$ cat src/rtl/mips_control.sv
// Multi-cycle control unit for the five-instruction Harvard MIPS core (ADDU, ADDIU, LW, SW, JR).
// Define MIPS_CTRL_DELAY_SLOT_EN to give JR one architectural delay slot.
module mips_control #(
    parameter logic RESET_ACTIVE = 1'b1
) (
    input  logic        clk,
    input  logic        reset,
    input  logic [31:0] instr_readdata,
    input  logic        instr_waitrequest,
    output logic        instr_read,
    input  logic        data_waitrequest,
    output logic        data_read,
    output logic        data_write,
    input  logic        rs_is_zero,
    output logic        ir_write,
    output logic [5:0]  alu_op,
    output logic [5:0]  alu_func,
    output logic        alu_src_imm,
    output logic        reg_write,
    output logic        reg_dst_rd,
    output logic        mem_to_reg,
    output logic        pc_write,
    output logic        pc_src_reg,
    output logic        jt_write,
    output logic        active,
    output logic        illegal
);

    typedef enum logic [2:0] {
        S_FETCH,
        S_DECODE,
        S_EXEC,
        S_MEM,
        S_WB,
        S_HALT
    } state_t;

    localparam logic [5:0] OP_RTYPE = 6'h00;
    localparam logic [5:0] OP_ADDIU = 6'h09;
    localparam logic [5:0] OP_LW    = 6'h23;
    localparam logic [5:0] OP_SW    = 6'h2B;
    localparam logic [5:0] FN_ADDU  = 6'h21;
    localparam logic [5:0] FN_JR    = 6'h08;

    state_t state;
    state_t state_next;

    logic is_addu;
    logic is_jr;
    logic is_addiu;
    logic is_lw;
    logic is_sw;
    logic fetch_accept;
    logic set_illegal;
    logic retire_halt;
    logic unused_instr_bits;

    // Only the opcode and function fields are needed here; the datapath owns the rest.
    assign unused_instr_bits = ^instr_readdata[25:6];

    always_comb begin
        is_addu  = (alu_op == OP_RTYPE) && (alu_func == FN_ADDU);
        is_jr    = (alu_op == OP_RTYPE) && (alu_func == FN_JR);
        is_addiu = (alu_op == OP_ADDIU);
        is_lw    = (alu_op == OP_LW);
        is_sw    = (alu_op == OP_SW);
    end

    assign fetch_accept = (state == S_FETCH) && !instr_waitrequest;

`ifdef MIPS_CTRL_DELAY_SLOT_EN
    logic jump_pending;
    logic halt_pending;

    // Halt only once the delay slot after a JR-to-zero has been fetched and retired.
    assign retire_halt = halt_pending && !jump_pending;

    always_ff @(posedge clk or posedge reset) begin
        if (reset) begin
            jump_pending <= 1'b0;
            halt_pending <= 1'b0;
        end else if (fetch_accept) begin
            jump_pending <= 1'b0;
        end else if ((state == S_EXEC) && is_jr) begin
            jump_pending <= 1'b1;
            halt_pending <= rs_is_zero;
        end
    end
`else
    assign retire_halt = 1'b0;
`endif

    always_ff @(posedge clk or posedge reset) begin
        if (reset) begin
            state <= S_FETCH;
        end else begin
            state <= state_next;
        end
    end

    always_ff @(posedge clk or posedge reset) begin
        if (reset) begin
            alu_op   <= '0;
            alu_func <= '0;
        end else if (fetch_accept) begin
            alu_op   <= instr_readdata[31:26];
            alu_func <= instr_readdata[5:0];
        end
    end

    always_ff @(posedge clk or posedge reset) begin
        if (reset) begin
            active  <= RESET_ACTIVE;
            illegal <= 1'b0;
        end else begin
            active  <= (state_next != S_HALT);
            illegal <= illegal | set_illegal;
        end
    end

    always_comb begin
        state_next  = state;
        set_illegal = 1'b0;
        case (state)
            S_FETCH: begin
                if (!instr_waitrequest) begin
                    state_next = S_DECODE;
                end
            end
            S_DECODE: begin
                state_next = S_EXEC;
            end
            S_EXEC: begin
                if (is_addu || is_addiu) begin
                    state_next = S_WB;
                end else if (is_lw || is_sw) begin
                    state_next = S_MEM;
                end else if (is_jr) begin
`ifdef MIPS_CTRL_DELAY_SLOT_EN
                    state_next = S_FETCH;
`else
                    state_next = rs_is_zero ? S_HALT : S_FETCH;
`endif
                end else begin
                    state_next  = S_HALT;
                    set_illegal = 1'b1;
                end
            end
            S_MEM: begin
                if (!data_waitrequest) begin
                    if (is_lw) begin
                        state_next = S_WB;
                    end else begin
                        state_next = retire_halt ? S_HALT : S_FETCH;
                    end
                end
            end
            S_WB: begin
                state_next = retire_halt ? S_HALT : S_FETCH;
            end
            S_HALT: begin
                state_next = S_HALT;
            end
            default: begin
                state_next = S_FETCH;
            end
        endcase
    end

    always_comb begin
        instr_read  = 1'b0;
        ir_write    = 1'b0;
        pc_write    = 1'b0;
        pc_src_reg  = 1'b0;
        data_read   = 1'b0;
        data_write  = 1'b0;
        alu_src_imm = 1'b0;
        reg_write   = 1'b0;
        reg_dst_rd  = 1'b0;
        mem_to_reg  = 1'b0;
        jt_write    = 1'b0;
        case (state)
            S_FETCH: begin
                instr_read = 1'b1;
                ir_write   = !instr_waitrequest;
                pc_write   = !instr_waitrequest;
`ifdef MIPS_CTRL_DELAY_SLOT_EN
                pc_src_reg = jump_pending;
`endif
            end
            S_EXEC: begin
                alu_src_imm = is_addiu || is_lw || is_sw;
                if (is_jr) begin
`ifdef MIPS_CTRL_DELAY_SLOT_EN
                    jt_write   = 1'b1;
`else
                    pc_write   = 1'b1;
                    pc_src_reg = 1'b1;
`endif
                end
            end
            S_MEM: begin
                data_read  = is_lw;
                data_write = is_sw;
            end
            S_WB: begin
                reg_write  = 1'b1;
                reg_dst_rd = is_addu;
                mem_to_reg = is_lw;
            end
            default: begin
            end
        endcase
        // Async reset already forces FETCH; this also masks FETCH's instr_read while reset is held.
        if (reset) begin
            instr_read  = 1'b0;
            ir_write    = 1'b0;
            pc_write    = 1'b0;
            pc_src_reg  = 1'b0;
            data_read   = 1'b0;
            data_write  = 1'b0;
            alu_src_imm = 1'b0;
            reg_write   = 1'b0;
            reg_dst_rd  = 1'b0;
            mem_to_reg  = 1'b0;
            jt_write    = 1'b0;
        end
    end

endmodule

$ cat config.mk
export PLATFORM = sky130hd
export DESIGN_NAME = mips_control
export DESIGN_NICKNAME = d
export VERILOG_FILES = /design/src/rtl/mips_control.sv
export SDC_FILE = /design/constraint.sdc
export NUM_CORES = 1
export LEC_CHECK = 0
export ABC_AREA = 0
export CORE_UTILIZATION = 39
export CTS_CLUSTER_DIAMETER = 200
export DETAILED_ROUTE_END_ITERATION = 12
export PLACE_DENSITY = 0.82
export SYNTH_ARGS = -nofsm -noshare
export SYNTH_HDL_FRONTEND = slang
export SYNTH_SLANG_ARGS = --single-unit
export TNS_END_PERCENT = 50
$ cat constraint.sdc
create_clock -name clk -period 2.9 [get_ports clk]
set_input_delay 0.58 -clock clk [delete_from_list [all_inputs] [get_ports clk]]
set_output_delay 0.58 -clock clk [all_outputs]
set_load 0.02 [all_outputs]
### Word level (Yosys, flattened, before mapping)

Index checks and enable logic that the tools add are counted.

* register bits after elaboration: 17
* input bits: 37
* output and inout bits: 25
* word-level logic and storage cells: 60

* eq/ne operators: 11
* muxes and demuxes: 33
* bitwise operators: 1
* reduce and logical (&&, ||, !) cells: 10

Operators by type and width (count)
* 1-bit 2-to-1 mux: 24
* 3-bit 2-to-1 mux: 7
* 6-bit == test, second input constant: 3
* 3-bit case mux with 5 select lines: 1
* 6-bit by 4-bit == test with 1-bit output, second input constant: 2
* 3-bit by 2-bit == test with 1-bit output, second input constant: 2
* 3-bit == test, second input constant: 2
* 6-bit logical NOT: 1
* 1-bit logical OR: 4
* 3-bit by 1-bit == test with 1-bit output, second input constant: 1
* 1-bit logical AND: 3
* 3-bit logical NOT: 1
* 3-bit != test, second input constant: 1
* 1-bit case mux with 2 select lines: 1
* 1-bit logical NOT: 1
* 1-bit OR: 1

### Logic depth before layout (Yosys ltp)

Gate-level depths: netlist (run 1).

* word-level depth: 7
* depth in mapped cells: 5
* depth with buffers taken out: 4

### Worst setup path after synthesis (run 1)

Ideal clock, no wire load.

* kind: in2out
* from: in reset
* to: out data_read
* arrival time: 1615 ps
* data required time: 2320 ps
* path slack: 705 ps
* cell stages on the path: 3
* path buffers: 0
* cell sequence: inv_1 nand3_1 nor3_1

* longest elaborated chain between the ends: 1

RTL lines
* from (decl): line 7 `input logic reset,`
* 1-bit 2-to-1 mux: line 215 `if (reset) begin`
* to (decl): line 12 `output logic data_read,`

No other way between the ends.

### Worst setup path after layout (run 1)

* from: reg state[2]
* to: out reg_dst_rd

* longest elaborated chain between the ends: 3

RTL lines
* from (decl): line 45 `state_t state;`
* from (signal assigned): line 97 `state <= state_next;`
* 3-bit == test: line 182 `case (state)`
* 1-bit 2-to-1 mux: line 182
* 1-bit 2-to-1 mux: line 215
* to (decl): line 20 `output logic reg_dst_rd,`

No other way between the ends.

==> results.md, run 1 <==
* Total clock sinks at 17
* CP Max Fanout at 9
* CP startpoint: state[2]
* Power, Total at about 1.5 mW
* Worst-path cell chain: nor2b_1 -> nand2_1 -> nor4_1 -> clkdlybuf4s50_1
* Fin. Hold Viols at 0
* Post-route DRC at 0
* Initial antenna violation count at 0
* PD cells at around 1000 mW/mm²
* CP Launch Type: flip-flop
* Commonest register cell after synthesis: dfrtp_1
* CTS tree: built
* Delay-heaviest family, CP: buffers and inverters
* Fmax at between 300 and 400 MHz
* Worst skew pair latency at a little under 0.3 ns
* Via/cell ratio at 5.43
* Yosys warns at 0
* Diodes inserted at 0
* Sequential area share after synthesis at 0.426
* Row count at 17
* Total track usage at 0.220
* Crit-path max cell delay at 0.67 ns
* Placer Congestion at ~0.85
* Fillers at 194
* Maxcap violations at 0
* Final period utilization at 0.958
* Slew Limit Fails at 0
* Post-layout nets at about 180
* Setup violators final at 0
* Commonest non-fill, non-tap cell in the layout: clkdlybuf4s50_1
* Worst Skew at about 0.0020 ns
* WL final at 2550 µm
* Minimum clock period at around 2.8 ns
* Fin area at ~0.0015 mm²
* Hold path startpoint: illegal
* Die width at 52.7 µm
* GRT overflow at 0
* Post-Layout Cell Count at approximately 170
* Ys async rst share at 1.00
* Worst-path clk slew at ~0.090 ns
* Routed Antenna Nets at 0
* Vias at 906
* Hold-fix buffers, CTS at 0
* Vias in the first global route at slightly above 900
* Inserted Clock Buffers at 3
* CP arrival at roughly 2.2 ns
* Area Overhead vs Synth at 48.9%
* Die H at 52.7 µm
* Cells after Synth at 92
* Most frequent cells in the layout: clkdlybuf4s50_1 (39), dfrtp_1 (16), buf_4 (8)
* Worst r2r src: state[2]
* Placed cell area at ~0.0014 mm²
* Die Area at about 0.0028 mm²
* Yosys cell types at 33
* # IOs at 62
* DP HPWL at 1920 µm
* Critical Path Slowest Stage Cell: clkdlybuf4s50_1
* First-pass GRT wire length at between 4000 and 5000 µm
* Syn_nets at 129
* Core footprint at 0.00232 mm²
* Flops & latches, synth at 17
* HP Class: reg2reg
* Layout cells sized above 1 at 0.223
* Leakage power at about 0.6 nW
* Crit end category: primary output
* # port buffers at 40
* Setup CP Type: reg2out
* Status: finished, final reports clean
* Initial core utilization at 0.432
* Crit path buf inv count at 1
* VDD IR-drop max at between 0.6 and 0.7 mV
* Clock buffer depth at 2
* Hold WS at 0.489 ns
* Number of H-tree levels at 1
* Dpl cells at 162
* Drt pass-1 iters at 4
* Post-synth EDFFs at 0
* Root buf cell: clkbuf_4
* Final core occ at 0.643
* Synthesized area per cell at between 10 and 15 µm²
* Iter 0 DRT Violations at 10
* DR WL/cell at roughly 15 µm
* Largest net degree at the start of global routing at 15
* Netlist Area Pre-Place at 0.00100 mm²
* Required @ worst endpoint at between 2 and 2.5 ns
==> repair_timing <==
action	in CTS	in global routing
cloned	0	0
setup endpoints to repair	1	2
buffers inserted	0	1
resized for setup	2	0
pin swaps	0	1
==> final cells by class <==
type,instances,area [µm²],share of cell area
inverters,5,18.8,0.0126
flip-flops and latches,17,427,0.286
well taps,28,35.0,0.0235
clock buffers,4,26.3,0.0176
repair buffers,48,459,0.308
multi-input cells,65,524,0.352
==> per-stage QoR <==
stage               worst slack, ns  setup TNS [ns]
CTS                           0.134               0
finish                        0.122               0
detailed placement            0.151               0
global placement              0.121               0
global route               -0.00801         -0.0122
floorplan                     0.705               0
==> registers in the layout, summed over array words and instances (netlist names) <==
register and count:
active 1, alu_func 6, alu_op 6, illegal 1
state 3
==> cell families after synthesis <==
kind of cell | count (synthesis) | share of synthesized area
buffers and inverters | 10 | 0.0588
muxes | 11 | 0.146
and+or+nand+nor | 39 | 0.271
other | 1 | 0.00375
AOI/OAI and AO/OA | 14 | 0.0938
DFF | 17 | 0.426
==> worst paths after layout <==
check                           cells after the start          end  slack, ns
worst min-delay path                                1      illegal       0.49
min in group asynchronous                           3    alu_op[2]       0.66
worst min register to register                      1      illegal       0.49
worst max-delay path                                4   reg_dst_rd       0.12
worst max register to register                      3  alu_func[0]       1.28
max in group asynchronous                           3       active       2.03
==> power by group <==
group          internal, mW  switching [mW]  leakage, nW  total (mW)
logic                 0.446           0.386        0.383       0.833
registers             0.350           0.194        0.200       0.543
clock network        0.0536          0.0742       0.0150       0.128
total                 0.850           0.654        0.598        1.50
==> routing by layer <==
metal,vias to the layer above,GRT usage,part of all wire
li1,430,-,-
met1,431,0.289,0.44
met2,37,0.323,0.48
met3,8,0.0464,0.054
met4,0,0.145,0.031
met5,-,0,0
==> Yosys cell counts (3+ instances only) <==
master	number	share of area
dfrtp_1	16	0.40
nand2_1	7	0.026
mux2_4	6	0.090
nor2_1	6	0.022
inv_1	5	0.019
mux2_2	5	0.056
nor3_1	5	0.025
o21ai_0	5	0.025
nand3_1	3	0.015
nor3b_1	3	0.022
nor4_4	3	0.064
Note: power is estimated with default switching activity, not from simulation.
==> run 2, diff against run 1 <==
--- a/config.mk
+++ b/config.mk
@@ -6,10 +6,10 @@
 export NUM_CORES = 1
 export LEC_CHECK = 0
 export ABC_AREA = 0
-export CORE_UTILIZATION = 39
+export CORE_UTILIZATION = 30
 export CTS_CLUSTER_DIAMETER = 200
 export DETAILED_ROUTE_END_ITERATION = 12
-export PLACE_DENSITY = 0.82
+export PLACE_DENSITY_LB_ADDON = 0.05
 export SYNTH_ARGS = -nofsm -noshare
 export SYNTH_HDL_FRONTEND = slang
 export SYNTH_SLANG_ARGS = --single-unit
==> run 2 against run 1 <==
Compared with the run above:
- critical path depth is 1 higher
- via count is 1.4% lower
- sequential share of layout area is 0.44 points lower
- first-iteration DRC count is 60% higher
- clock skew hardly changed
- non-clock buffer count is 2 higher
- clock power is 4% lower
- critical endpoint unchanged
- highest routed layer unchanged
==> results.md, run 2 (synthesis gave the netlist of run 1 again) <==
* Status: finished, final reports clean (unchanged)
* Core footprint at 0.00310 mm² (was 0.00232 mm²)
* Layout cells sized above 1 at 0.241 (was 0.223)
* Comb pwr share at 0.582 (was 0.554)
* Worst skew pair latency at 0.28 ns (was 0.29 ns)
* # IOs at 62 (unchanged)
* CP Launch Type: input port (was flip-flop)
* Cell internal pwr at 866 µW (was 850 µW)
* Unrepaired setup endpoints after global routing: false
* Final period utilization at 0.958 (about the same)
* Initial antenna violation count at 0 (unchanged)
* Total track usage at 0.149 (was 0.220)
* Initial core utilization at 0.323 (was 0.432)
* Total clock sinks at 17 (unchanged)
* Dpl cells at 180 (was 162)
* Setup slack at placement at 0.100 ns (was 0.151 ns)
* Seq pwr share at 0.336 (was 0.361)
* Routed Antenna Nets at 0 (unchanged)
* Most frequent cells in the layout: clkdlybuf4s50_1 (39), dfrtp_1 (15), buf_4 (10) (was clkdlybuf4s50_1 (39), dfrtp_1 (16), buf_4 (8))
* VDD IR-drop max at 0.508 mV (was 0.672 mV)
* Required @ worst endpoint at 2.32 ns (about the same)
* PD cells at 989 mW/mm² (was 1010 mW/mm²)
* Slew Limit Fails at 0 (unchanged)
* # port buffers at 40 (unchanged)
* Placer Congestion at 0.798 (was 0.847)
* Minimum clock period at 2.78 ns (about the same)
* Crit end category: primary output (unchanged)
* Die width at 59.8 µm (was 52.7 µm)
* Worst Skew at 0.00201 ns (was 0.00196 ns)
* Row count at 20 (was 17)
* Hold-fix buffers, CTS at 0 (unchanged)
* Largest regs: alu_func x6, alu_op x6, state x3 (unchanged)
* Final TNS setup at 0 ns (unchanged)
* Flop2flop setup slack at 1.32 ns (was 1.28 ns)
* Clk pwr share at 0.082 (was 0.085)
* Vias in the first global route at 832 (was 915)
* Post-layout nets at 179 (was 177)
* Hold path startpoint: illegal (unchanged)
* Post-route DRC at 0 (unchanged)
* Die H at 59.8 µm (was 52.7 µm)
* Inserted Clock Buffers at 3 (unchanged)
* Via/cell ratio at 4.83 (was 5.43)
* Root buf cell: clkbuf_4 (unchanged)
* Fillers at 324 (was 194)
* Clock buffer depth at 2 (unchanged)
* CP arrival at 2.20 ns (about the same)
* Maxcap violations at 0 (unchanged)
* HP Class: reg2reg (unchanged)
* Fmax at 360 MHz (about the same)
* Leakage power at 0.605 nW (was 0.598 nW)
* Hold WS at 0.485 ns (was 0.489 ns)
* Diodes inserted at 0 (unchanged)
* WHS Endpoint: illegal (unchanged)
* Die Area at 0.00357 mm² (was 0.00277 mm²)
* Drt pass-1 iters at 4 (unchanged)
* Number of H-tree levels at 1 (unchanged)
* CTS tree: built (unchanged)
* DP HPWL at 1950 µm (was 1920 µm)
* WL final at 2430 µm (was 2550 µm)
* CP Max Fanout at 3 (was 9)
* DR WL/cell at 13.1 µm (was 15.2 µm)
* Vias at 893 (was 906)
* First-pass GRT wire length at 3950 µm (was 4210 µm)
* Hold depth at 1 (unchanged)
* Sw Ratio at 0.423 (was 0.435)
* Worst-path clk slew at 0.09 ns (about the same)
* Reg-to-reg endpoint: state[1] (was alu_func[0])
* Final WS setup at 0.122 ns (about the same)
* Worst R2R Path Depth at 5 (was 3)
* GRT overflow at 0 (unchanged)
* Setup CP Type: in2out (was reg2out)
* Post-Layout Cell Count at 185 (was 167)
* Area Overhead vs Synth at 51.6% (was 48.9%)
* Largest net degree at the start of global routing at 15 (unchanged)
* Commonest non-fill, non-tap cell in the layout: clkdlybuf4s50_1 (unchanged)
* Setup violators final at 0 (unchanged)
* Switching pwr at 636 µW (was 654 µW)
* Iter 0 DRT Violations at 16 (was 10)
* Power, Total at 1.50 mW (about the same)
* Fin. Hold Viols at 0 (unchanged)
* Worst r2r src: alu_op[2] (was state[2])
==> run 2: area by class of cell <==
class	count	area (µm²)	share of cell area
Sequential cell	17	428	0.282
Multi-Input combinational cell	65	515	0.340
Tap cell	44	55.1	0.0363
Clock buffer	4	26.3	0.0173
Timing Repair Buffer	50	474	0.312
Inverter	5	18.8	0.0124
==> run 2: routing by layer <==
layer  vias to the layer above  share of wire  track usage
li1                        436              -            -
met1                       425           0.48        0.196
met2                        30           0.46        0.241
met3                         2          0.050       0.0433
met4                         0         0.0041       0.0299
met5                         -              0            0
==> run 2: worst max path at each step <==
| stage | startpoint | end | slack (ns) | cells after the start |
|---|---|---|---|---|
| 4_1_cts | reset | reg_dst_rd | 0.08 | 5 |
| 2_1_floorplan | reset | data_read | 0.71 | 3 |
| 3_5_place_dp | reset | reg_dst_rd | 0.10 | 5 |
| 6_report | reset | reg_dst_rd | 0.12 | 5 |
| 3_3_place_gp | reset | reg_dst_rd | 0.06 | 5 |
| 5_1_grt | alu_op[2] | mem_to_reg | 0.002 | 5 |
==> run 2: per-stage QoR <==
step,util,cell area [µm²]
6_report,0.489,1520
3_5_place_dp,0.478,1480
4_1_cts,0.486,1510
3_3_place_gp,0.478,1480
2_1_floorplan,-,1000
5_1_grt,0.489,1520
==> run 2: worst max-delay path: stages <==
cell,delay [ns]
clkdlybuf4s50_1,0.45
nor2_1,0.18
nand2_1,0.13
nor4_1,0.20
clkdlybuf4s50_1,0.66
==> run 2: timing repair <==
item	in CTS	in global routing
setup buffers	0	1
pin swaps	0	1
endpoints found under the hold margin	0	0
gates resized for setup	1	1
setup endpoints to repair	1	3
==> run 2: power by group through the flow <==
stage,Combinational (mW),Sequential [mW],Clock [mW]
finish,0.874,0.505,0.123
global route,0.943,0.524,0.143
CTS,0.882,0.505,0.130
detailed placement,0.878,0.510,0
global placement,0.875,0.505,0
floorplan,0.436,0.593,0
